## config.mk

```make
export PLATFORM = sky130hd
export DESIGN_NAME = ahb_rst_seq
export DESIGN_NICKNAME = d
export VERILOG_FILES = /design/src/rtl/ahb_rst_pkg.sv /design/src/rtl/ahb_rst_seq.sv
export SDC_FILE = /design/constraint.sdc
export NUM_CORES = 1
export LEC_CHECK = 0
export ABC_AREA = 1
export CORE_AREA = 4 4 45 47
export CTS_CLUSTER_DIAMETER = 40
export DETAILED_ROUTE_END_ITERATION = 10
export DIE_AREA = 0 0 49 51
export PLACE_DENSITY = 0.75
export SYNTH_ARGS = -nofsm -noshare
export SYNTH_HDL_FRONTEND = slang
export SYNTH_SLANG_ARGS = --single-unit
```

## constraint.sdc

```tcl
create_clock -name clk -period 1.94 [get_ports clk]
set_input_delay 0.582 -clock clk [delete_from_list [all_inputs] [get_ports clk]]
set_output_delay 0.582 -clock clk [all_outputs]
set_load 0.01 [all_outputs]
```

## src/rtl/ahb_rst_pkg.sv

```systemverilog
// Shared types for the AHB reset sequencer.
//   rst_state_e : sequencer FSM states (encoding is internal only)
//   rst_cause_e : value reported on rst_cause for the last reset
package ahb_rst_pkg;

  typedef enum logic [1:0] {
    RUN     = 2'd0,
    DRAIN   = 2'd1,
    HOLD    = 2'd2,
    RELEASE = 2'd3
  } rst_state_e;

  typedef enum logic [1:0] {
    CAUSE_NONE      = 2'd0,
    CAUSE_EXT       = 2'd1,
    CAUSE_SW        = 2'd2,
    CAUSE_SW_FORCED = 2'd3
  } rst_cause_e;

endpackage

```

## src/rtl/ahb_rst_seq.sv

```systemverilog
// Reset sequencer for the AHB subsystem.
// Stretches the synchronized reset and releases per-domain resets in index
// order (interconnect, masters, slaves), staggered in time. Software reset
// requests first drain the bus (wait for bus_idle, bounded by a timeout) and
// then run the same hold/release sequence.
//
// Ports:
//   clk        in   system clock, rising edge
//   rst        in   synchronous active-high reset (already synchronized)
//   sw_rst_req in   software reset request, honoured only in RUN
//   bus_idle   in   1 = no AHB transfer in flight
//   rst_out    out  per-domain active-high resets (registered)
//   rst_busy   out  1 while draining, holding or releasing (registered)
//   rst_cause  out  last reset cause, see rst_cause_e (sticky)
module ahb_rst_seq
  import ahb_rst_pkg::*;
#(
  parameter int NUM_DOMAINS    = 3,
  parameter int HOLD_CYCLES    = 16,
  parameter int STAGGER_CYCLES = 4,
  parameter int DRAIN_TIMEOUT  = 64
) (
  input  logic                   clk,
  input  logic                   rst,
  input  logic                   sw_rst_req,
  input  logic                   bus_idle,
  output logic [NUM_DOMAINS-1:0] rst_out,
  output logic                   rst_busy,
  output logic [1:0]             rst_cause
);

  // Count (relative to HOLD entry) at which the last domain is released.
  localparam int LAST_REL = HOLD_CYCLES + (NUM_DOMAINS - 1) * STAGGER_CYCLES;
  localparam int CNT_MAX  = (LAST_REL > DRAIN_TIMEOUT) ? LAST_REL : DRAIN_TIMEOUT;
  localparam int CW       = $clog2(CNT_MAX + 1);

  localparam logic [CW-1:0] LAST_C    = CW'(LAST_REL);
  localparam logic [CW-1:0] HOLD_C    = CW'(HOLD_CYCLES);
  localparam logic [CW-1:0] TIMEOUT_C = CW'(DRAIN_TIMEOUT - 1);

  if (NUM_DOMAINS < 1 || HOLD_CYCLES < 1 || STAGGER_CYCLES < 1 || DRAIN_TIMEOUT < 1)
  begin : g_bad_params
    $error("ahb_rst_seq: illegal parameter value");
  end

  rst_state_e            state;
  logic [CW-1:0]         cnt;
  logic [CW-1:0]         cnt_nxt;
  logic [NUM_DOMAINS-1:0] keep_mask;

  assign cnt_nxt = cnt + CW'(1);

  // Domain i stays in reset while the count after this edge is below its
  // release point; ANDing with the current value keeps releases one-way.
  always_comb begin
    keep_mask = '0;
    for (int i = 0; i < NUM_DOMAINS; i++) begin
      keep_mask[i] = (cnt_nxt < CW'(HOLD_CYCLES + i * STAGGER_CYCLES));
    end
  end

  always_ff @(posedge clk) begin
    if (rst) begin
      state     <= HOLD;
      cnt       <= '0;
      rst_out   <= '1;
      rst_busy  <= 1'b1;
      rst_cause <= CAUSE_EXT;
    end else begin
      unique case (state)
        RUN: begin
          rst_out  <= '0;
          rst_busy <= 1'b0;
          if (sw_rst_req) begin
            state    <= DRAIN;
            cnt      <= '0;
            rst_busy <= 1'b1;
          end
        end

        // Idle takes precedence over the timeout on the same edge.
        DRAIN: begin
          if (bus_idle) begin
            state     <= HOLD;
            cnt       <= '0;
            rst_out   <= '1;
            rst_cause <= CAUSE_SW;
          end else if (cnt == TIMEOUT_C) begin
            state     <= HOLD;
            cnt       <= '0;
            rst_out   <= '1;
            rst_cause <= CAUSE_SW_FORCED;
          end else begin
            cnt <= cnt_nxt;
          end
        end

        // HOLD and RELEASE share the count from HOLD entry; the last
        // release edge returns straight to RUN (covers NUM_DOMAINS=1).
        HOLD, RELEASE: begin
          cnt     <= cnt_nxt;
          rst_out <= rst_out & keep_mask;
          if (cnt_nxt == LAST_C) begin
            state    <= RUN;
            rst_busy <= 1'b0;
          end else if (state == HOLD && cnt_nxt == HOLD_C) begin
            state <= RELEASE;
          end
        end

        default: begin
          state <= HOLD;
          cnt   <= '0;
        end
      endcase
    end
  end

endmodule

```

# Yosys cells after proc, flatten, opt, wreduce, memory -nomap -nowiden
# Cells that the tools add are included.
# totals
reg_bits	15
wordCells	46
out_inout_bits	6
input_bits	4
# classes
add_sub_neg	1
n_eq_ne	10
magnitude_cmp	3
n_bitwise	1
n_mux	18
n_reduce_logical	8
# op_table
operator	n
less-than comparator 7 x 5 -> 1 bit, second input constant	3
2-to-1 mux 7 bit	3
case mux 7 bit (3 select lines)	1
== test 7 x 5 -> 1 bit, second input constant	2
2-to-1 mux 2 bit	7
case mux 3 bit (3 select lines)	1
adder 7 x 1 -> 7 bit, second input constant	1
== test 7 x 6 -> 1 bit, second input constant	1
2-to-1 mux 3 bit	2
!= test 3 bit, second input constant	2
case mux 2 bit (3 select lines)	1
== test 2 bit, second input constant	2
!= test 2 bit, second input constant	2
AND reduction 2 bit	2
nonzero test 2 bit	2
AND 3 bit	1
AND reduction 3 bit	1
== test 2 x 1 -> 1 bit, second input constant	1
logical NOT 2 bit	1
2-to-1 mux 1 bit	2
case mux 1 bit (2 select lines)	1
OR reduction 2 bit	1
logical AND 1 bit	1

# Logic depth before layout (Yosys ltp)
# depth
depth_word	6
ltp_mapped	12
mapped_depth_nobuf	12

# Least setup slack after synthesis
# No wires, ideal clock.
# synth_path
kind	reg2reg
startpoint	register cnt[0]
endpoint	register rst_out[1]
path_buffers	0
setup_time_ps	117
path_stages_with_launch	13
arrival_ps	1372
t_required_ps	1823
period_less_slack_ps	1490
setup_slack_ps	450
cell_sequence	dfxtp_1 ha_1 nand2_1 nor2_2 nand2_1 nand2_1 nand2_2 nand2_2 nor2_2 a21oi_2 nand2_1 nand2_1 nand2_1
# synth_between
elab_chain_cells	4
elab_cells_between_ends	6
cone_classes	add/sub: 1; order compare: 1; eq/ne: 2; mux: 1; bitwise: 1
# synth_rtl
item	line_no	source
from (decl)	ahb_rst_seq.sv:47	logic [CW-1:0] cnt;
from (signal assigned)	ahb_rst_seq.sv:94	cnt <= cnt_nxt;
from (signal assigned)	ahb_rst_seq.sv:101	cnt <= cnt_nxt;
adder 7 x 1 -> 7 bit	ahb_rst_seq.sv:51	assign cnt_nxt = cnt + CW'(1);
less-than comparator 7 x 5 -> 1 bit	ahb_rst_seq.sv:58	keep_mask[i] = (cnt_nxt < CW'(HOLD_CYCLES + i * STAGGER_CYCLES));
AND 3 bit	ahb_rst_seq.sv:102	rst_out <= rst_out & keep_mask;
case mux 3 bit (3 select lines)	ahb_rst_seq.sv:70	unique case (state)
to (signal assigned)	ahb_rst_seq.sv:102	
to (decl)	ahb_rst_seq.sv:27	output logic [NUM_DOMAINS-1:0] rst_out,
# Parallel ways exist; a longest one is shown, timed or not.
# A chain may end at the register's enable or synchronous reset.

# Worst setup path in the final report
# layout_path
startpoint	register rst_out[0]
endpoint	output port rst_out[0]
# No word-level cell between the ends.

==> metrics.txt <==
# TYPE chip_impl_metric gauge
chip_impl_info{name="critical_path.slowest_cell",value="sky130_fd_sc_hd__clkdlybuf4s50_1"} 1
chip_impl_metric{name="cpPeakStageDelay",unit="ps"} 540
chip_impl_metric{name="power_per_cell_area",unit="nW/um^2"} 558
chip_impl_metric{name="timing.critical_path.fanout_max",unit=""} 2
chip_impl_metric{name="finalWorstPathRequiredPeriod",unit="ps"} 1750
chip_impl_metric{name="totalNegativeSetupSlack",unit="ps"} 0
chip_impl_info{name="crit-reg2reg-capture",value="state[0]"} 1
chip_impl_info{name="synthTopCellsByArea",value="sky130_fd_sc_hd__dfxtp_1, sky130_fd_sc_hd__nand2_1, sky130_fd_sc_hd__inv_1"} 1
chip_impl_info{name="min-delay-path-class",value="reg2reg"} 1
chip_impl_metric{name="post-route-drc-count",unit=""} 0
chip_impl_metric{name="clk_transition_reported_paths",unit="ps"} 90
chip_impl_metric{name="final-setup-viol-count",unit=""} 0
chip_impl_metric{name="critical_path_buf_inv_count",unit=""} 1
chip_impl_metric{name="antenna-diode-count",unit=""} 0
chip_impl_metric{name="die-height",unit="microns"} 51
chip_impl_metric{name="cts_setup_buffers",unit=""} 0
chip_impl_metric{name="maxCapViolCount",unit=""} 0
chip_impl_metric{name="relSlewSlack",unit=""} 0.828
chip_impl_metric{name="placeableCoreArea",unit="sq um"} 1650
chip_impl_metric{name="drt_wl_total",unit="microns"} 1670
chip_impl_metric{name="critPathArrivalTime",unit="ps"} 1170
chip_impl_metric{name="dieArea",unit="sq um"} 2500
chip_impl_metric{name="tightest_slew",unit="ps"} 258
chip_impl_metric{name="synth_warnings",unit=""} 0
chip_impl_metric{name="number_of_enable_type_register_cells_in_the_synthesized_netlist",unit=""} 0
chip_impl_metric{name="finish.net_count",unit=""} 147
chip_impl_metric{name="hold_buffers",unit=""} 0
chip_impl_info{name="ys_dominant_reg_cell",value="sky130_fd_sc_hd__dfxtp_1"} 1
chip_impl_metric{name="switchingPower",unit="uW"} 129
chip_impl_info{name="run_status",value="complete, no violations"} 1
chip_impl_metric{name="clock_latency",unit="ps"} 280
chip_impl_metric{name="leakagePower",unit="nW"} 0.451
chip_impl_metric{name="worst_slack",unit="ps"} 192
chip_impl_info{name="yosys.area.top_type",value="sky130_fd_sc_hd__dfxtp_1"} 1
chip_impl_metric{name="cts-root-to-sink-buffers",unit=""} 2
chip_impl_metric{name="max_freq",unit="MHz"} 572
chip_impl_info{name="startpoint_type",value="flip-flop"} 1
chip_impl_metric{name="die_width",unit="microns"} 49
chip_impl_metric{name="layout_worst_path_cycle_share",unit=""} 0.901
chip_impl_metric{name="clockPowerShare",unit=""} 0.330
chip_impl_metric{name="cts-htree-levels",unit=""} 1
chip_impl_metric{name="worstPathRequired",unit="ps"} 1360
chip_impl_metric{name="total_congestion_overflow",unit=""} 0
chip_impl_metric{name="synth_top_area_share",unit=""} 0.366
chip_impl_metric{name="initial_utilization",unit=""} 0.497
chip_impl_metric{name="design.portCount",unit=""} 10
chip_impl_metric{name="hpwl",unit="microns"} 1260
chip_impl_metric{name="antenna_found_initial",unit=""} 0
chip_impl_metric{name="p_sw_frac",unit=""} 0.239
chip_impl_metric{name="number_of_vias_in_the_routed_layout",unit=""} 795
chip_impl_metric{name="port-buffer-count",unit=""} 9
chip_impl_metric{name="hold_depth",unit=""} 2
chip_impl_metric{name="hold_viol_final",unit=""} 0
chip_impl_metric{name="pre_cts_worst_setup_slack",unit="ps"} 127
chip_impl_metric{name="first_pass_iters",unit=""} 4
chip_impl_metric{name="slew_violations",unit=""} 0
chip_impl_metric{name="first_global_vias",unit=""} 736
chip_impl_metric{name="first_pass_grt_wire_length",unit="microns"} 3060
chip_impl_metric{name="route.antenna.remaining_nets",unit=""} 0
chip_impl_info{name="path_delay_family",value="buffers and inverters"} 1
chip_impl_metric{name="area_growth_syn_to_layout",unit="%"} 18.3
chip_impl_metric{name="final_core_utilization",unit=""} 0.588
chip_impl_info{name="yosys.cell_count.top_type",value="sky130_fd_sc_hd__nand2_1"} 1
chip_impl_metric{name="std_cell_rows",unit=""} 15
chip_impl_metric{name="clock_skew",unit="ps"} 1.56
chip_impl_metric{name="wirelength_per_cell",unit="microns"} 10.6
chip_impl_metric{name="reg2reg_depth",unit=""} 10
chip_impl_metric{name="postSynthRegisterBits",unit=""} 15
chip_impl_metric{name="vias_per_cell",unit=""} 5.06
chip_impl_metric{name="regToRegSetupSlack",unit="ps"} 240
chip_impl_metric{name="clock_buffers_created_by_tritoncts",unit=""} 3
chip_impl_info{name="path_cells",value="clkdlybuf4s50_1"} 1
chip_impl_info{name="cp-endpoint",value="rst_out[0]"} 1
chip_impl_metric{name="syn-cell-area",unit="sq um"} 821
chip_impl_metric{name="async_set_or_reset_register_ratio_after_synthesis",unit=""} 0
chip_impl_metric{name="pwr-share-comb",unit=""} 0.073
chip_impl_metric{name="worst_voltage_drop_across_the_vdd_grid",unit="V"} 0.000501
chip_impl_metric{name="power.internal",unit="uW"} 413
chip_impl_metric{name="timing.critical_path.depth",unit=""} 1
chip_impl_metric{name="synth.distinct_cells",unit=""} 18
chip_impl_metric{name="postSynthCellCount",unit=""} 126
chip_impl_metric{name="fillerInstances",unit=""} 150
chip_impl_info{name="worst-setup-path-type",value="reg2out"} 1
chip_impl_info{name="netlist_top_cells_count",value="sky130_fd_sc_hd__nand2_1, sky130_fd_sc_hd__inv_1, sky130_fd_sc_hd__dfxtp_1"} 1
chip_impl_metric{name="postSynthNetCount",unit=""} 132
chip_impl_info{name="tritoncts",value="done"} 1
chip_impl_info{name="clock-root-buffer",value="sky130_fd_sc_hd__clkbuf_4"} 1
chip_impl_metric{name="drt-initial-drc-count",unit=""} 15
chip_impl_info{name="reg2reg_from",value="cnt[1]"} 1
chip_impl_info{name="cp-end-kind",value="primary output"} 1
chip_impl_metric{name="layout-drive-gt1-share",unit=""} 0.114
chip_impl_metric{name="grt_start_max_net_pins",unit=""} 13
chip_impl_metric{name="synth.avg_cell_area",unit="sq um"} 6.51
chip_impl_info{name="crit_path_start",value="rst_out[0]"} 1
chip_impl_metric{name="seq_area_frac_synth",unit=""} 0.366
chip_impl_metric{name="gp_congestion",unit=""} 0.852
chip_impl_info{name="setup_repair_after_global_routing_missed_its_margin",value="false"} 1
chip_impl_metric{name="cts.sinks",unit=""} 15
chip_impl_metric{name="power.share.sequential",unit=""} 0.596
chip_impl_metric{name="global_route_total_usage_across_every_layer",unit=""} 0.154
==> routing by layer <==
layer / track usage / wire length (microns) / part of all wire / up-vias
met5: 0 / 0 / 0 / -
met4: 0.0807 / 31 / 0.019 / 0
met3: 0.0350 / 68 / 0.041 / 4
met2: 0.233 / 744 / 0.44 / 14
met1: 0.204 / 828 / 0.50 / 343
li1: - / - / - / 434
==> cells by family (layout without fill, tap and decap cells) <==
family | Yosys count | after routing | synth area share
AOI/OAI and AO/OA | 17 | 17 | 0.117
adders and majority gates | 2 | 2 | 0.0305
buffers and inverters | 20 | 34 | 0.0915
DFF | 15 | 15 | 0.366
and+or+nand+nor | 72 | 72 | 0.395
==> layout by cell type (no fill, tap or decap) <==
cell type / count
sky130_fd_sc_hd__nand2_1: 33
sky130_fd_sc_hd__inv_1: 19
sky130_fd_sc_hd__nor2_1: 14
sky130_fd_sc_hd__nand3_1: 14
sky130_fd_sc_hd__dfxtp_1: 14
sky130_fd_sc_hd__a21oi_1: 9
sky130_fd_sc_hd__clkdlybuf4s50_1: 9
sky130_fd_sc_hd__o21ai_0: 4
sky130_fd_sc_hd__nand2_2: 3
sky130_fd_sc_hd__nor2_2: 3
sky130_fd_sc_hd__nand4_1: 3
sky130_fd_sc_hd__clkbuf_4: 3
sky130_fd_sc_hd__ha_1: 2
sky130_fd_sc_hd__buf_4: 2
sky130_fd_sc_hd__nor3_2: 1
sky130_fd_sc_hd__nand2_4: 1
sky130_fd_sc_hd__o21bai_1: 1
sky130_fd_sc_hd__o21ai_2: 1
sky130_fd_sc_hd__a21oi_2: 1
sky130_fd_sc_hd__a31oi_1: 1
sky130_fd_sc_hd__clkbuf_1: 1
sky130_fd_sc_hd__dfxtp_2: 1
==> final cells by class <==
type	instances	area (sq um)	share of cell area
clock buffer	4	26.3	0.0271
inverter	19	71.3	0.0735
multi-input combinational	91	445	0.459
sequential	15	302	0.311
tap	17	21.3	0.0219
timing repair buffer	11	105	0.108
==> power groups by stage <==
stage / sequential (mW) / clock [mW] / combinational (mW)
after floorplan: 0.328 / 0 / 0.0259
after global placement: 0.330 / 0 / 0.0387
after CTS: 0.323 / 0.185 / 0.0397
after global routing: 0.325 / 0.207 / 0.0452
final: 0.323 / 0.179 / 0.0397
after detailed placement: 0.330 / 0 / 0.0394
==> stage by stage <==
step	cells	power [mW]	instance area, sq um	hold WS (ps)
after floorplan	126	0.354	821	459
after global placement	153	0.369	943	433
after detailed placement	153	0.369	943	449
after CTS	157	0.548	970	463
after global routing	157	0.577	971	490
final	157	0.542	971	459
==> registers in the layout, summed over array words and instances, names as in the netlist <==
name,cells
cnt,7
rst_busy,1
rst_cause,2
rst_out,3
state,2
==> what timing repair did <==
item | 4_1_cts | 5_1_grt
resized for setup | 0 | 1
endpoints found under the hold margin | 0 | 0
setup endpoints to repair | 0 | 1
==> worst min-delay path by stage <==
stage / startpoint / end / slack, ps
after floorplan: state[0] / state[0] / 460
after global placement: rst_busy / rst_busy / 430
after detailed placement: rst_busy / rst_busy / 450
after CTS: rst_busy / rst_busy / 460
after global routing: rst_out[1] / rst_out[1] / 490
final: rst_busy / rst_busy / 460
No activity file was read; power rests on OpenSTA's default activity.
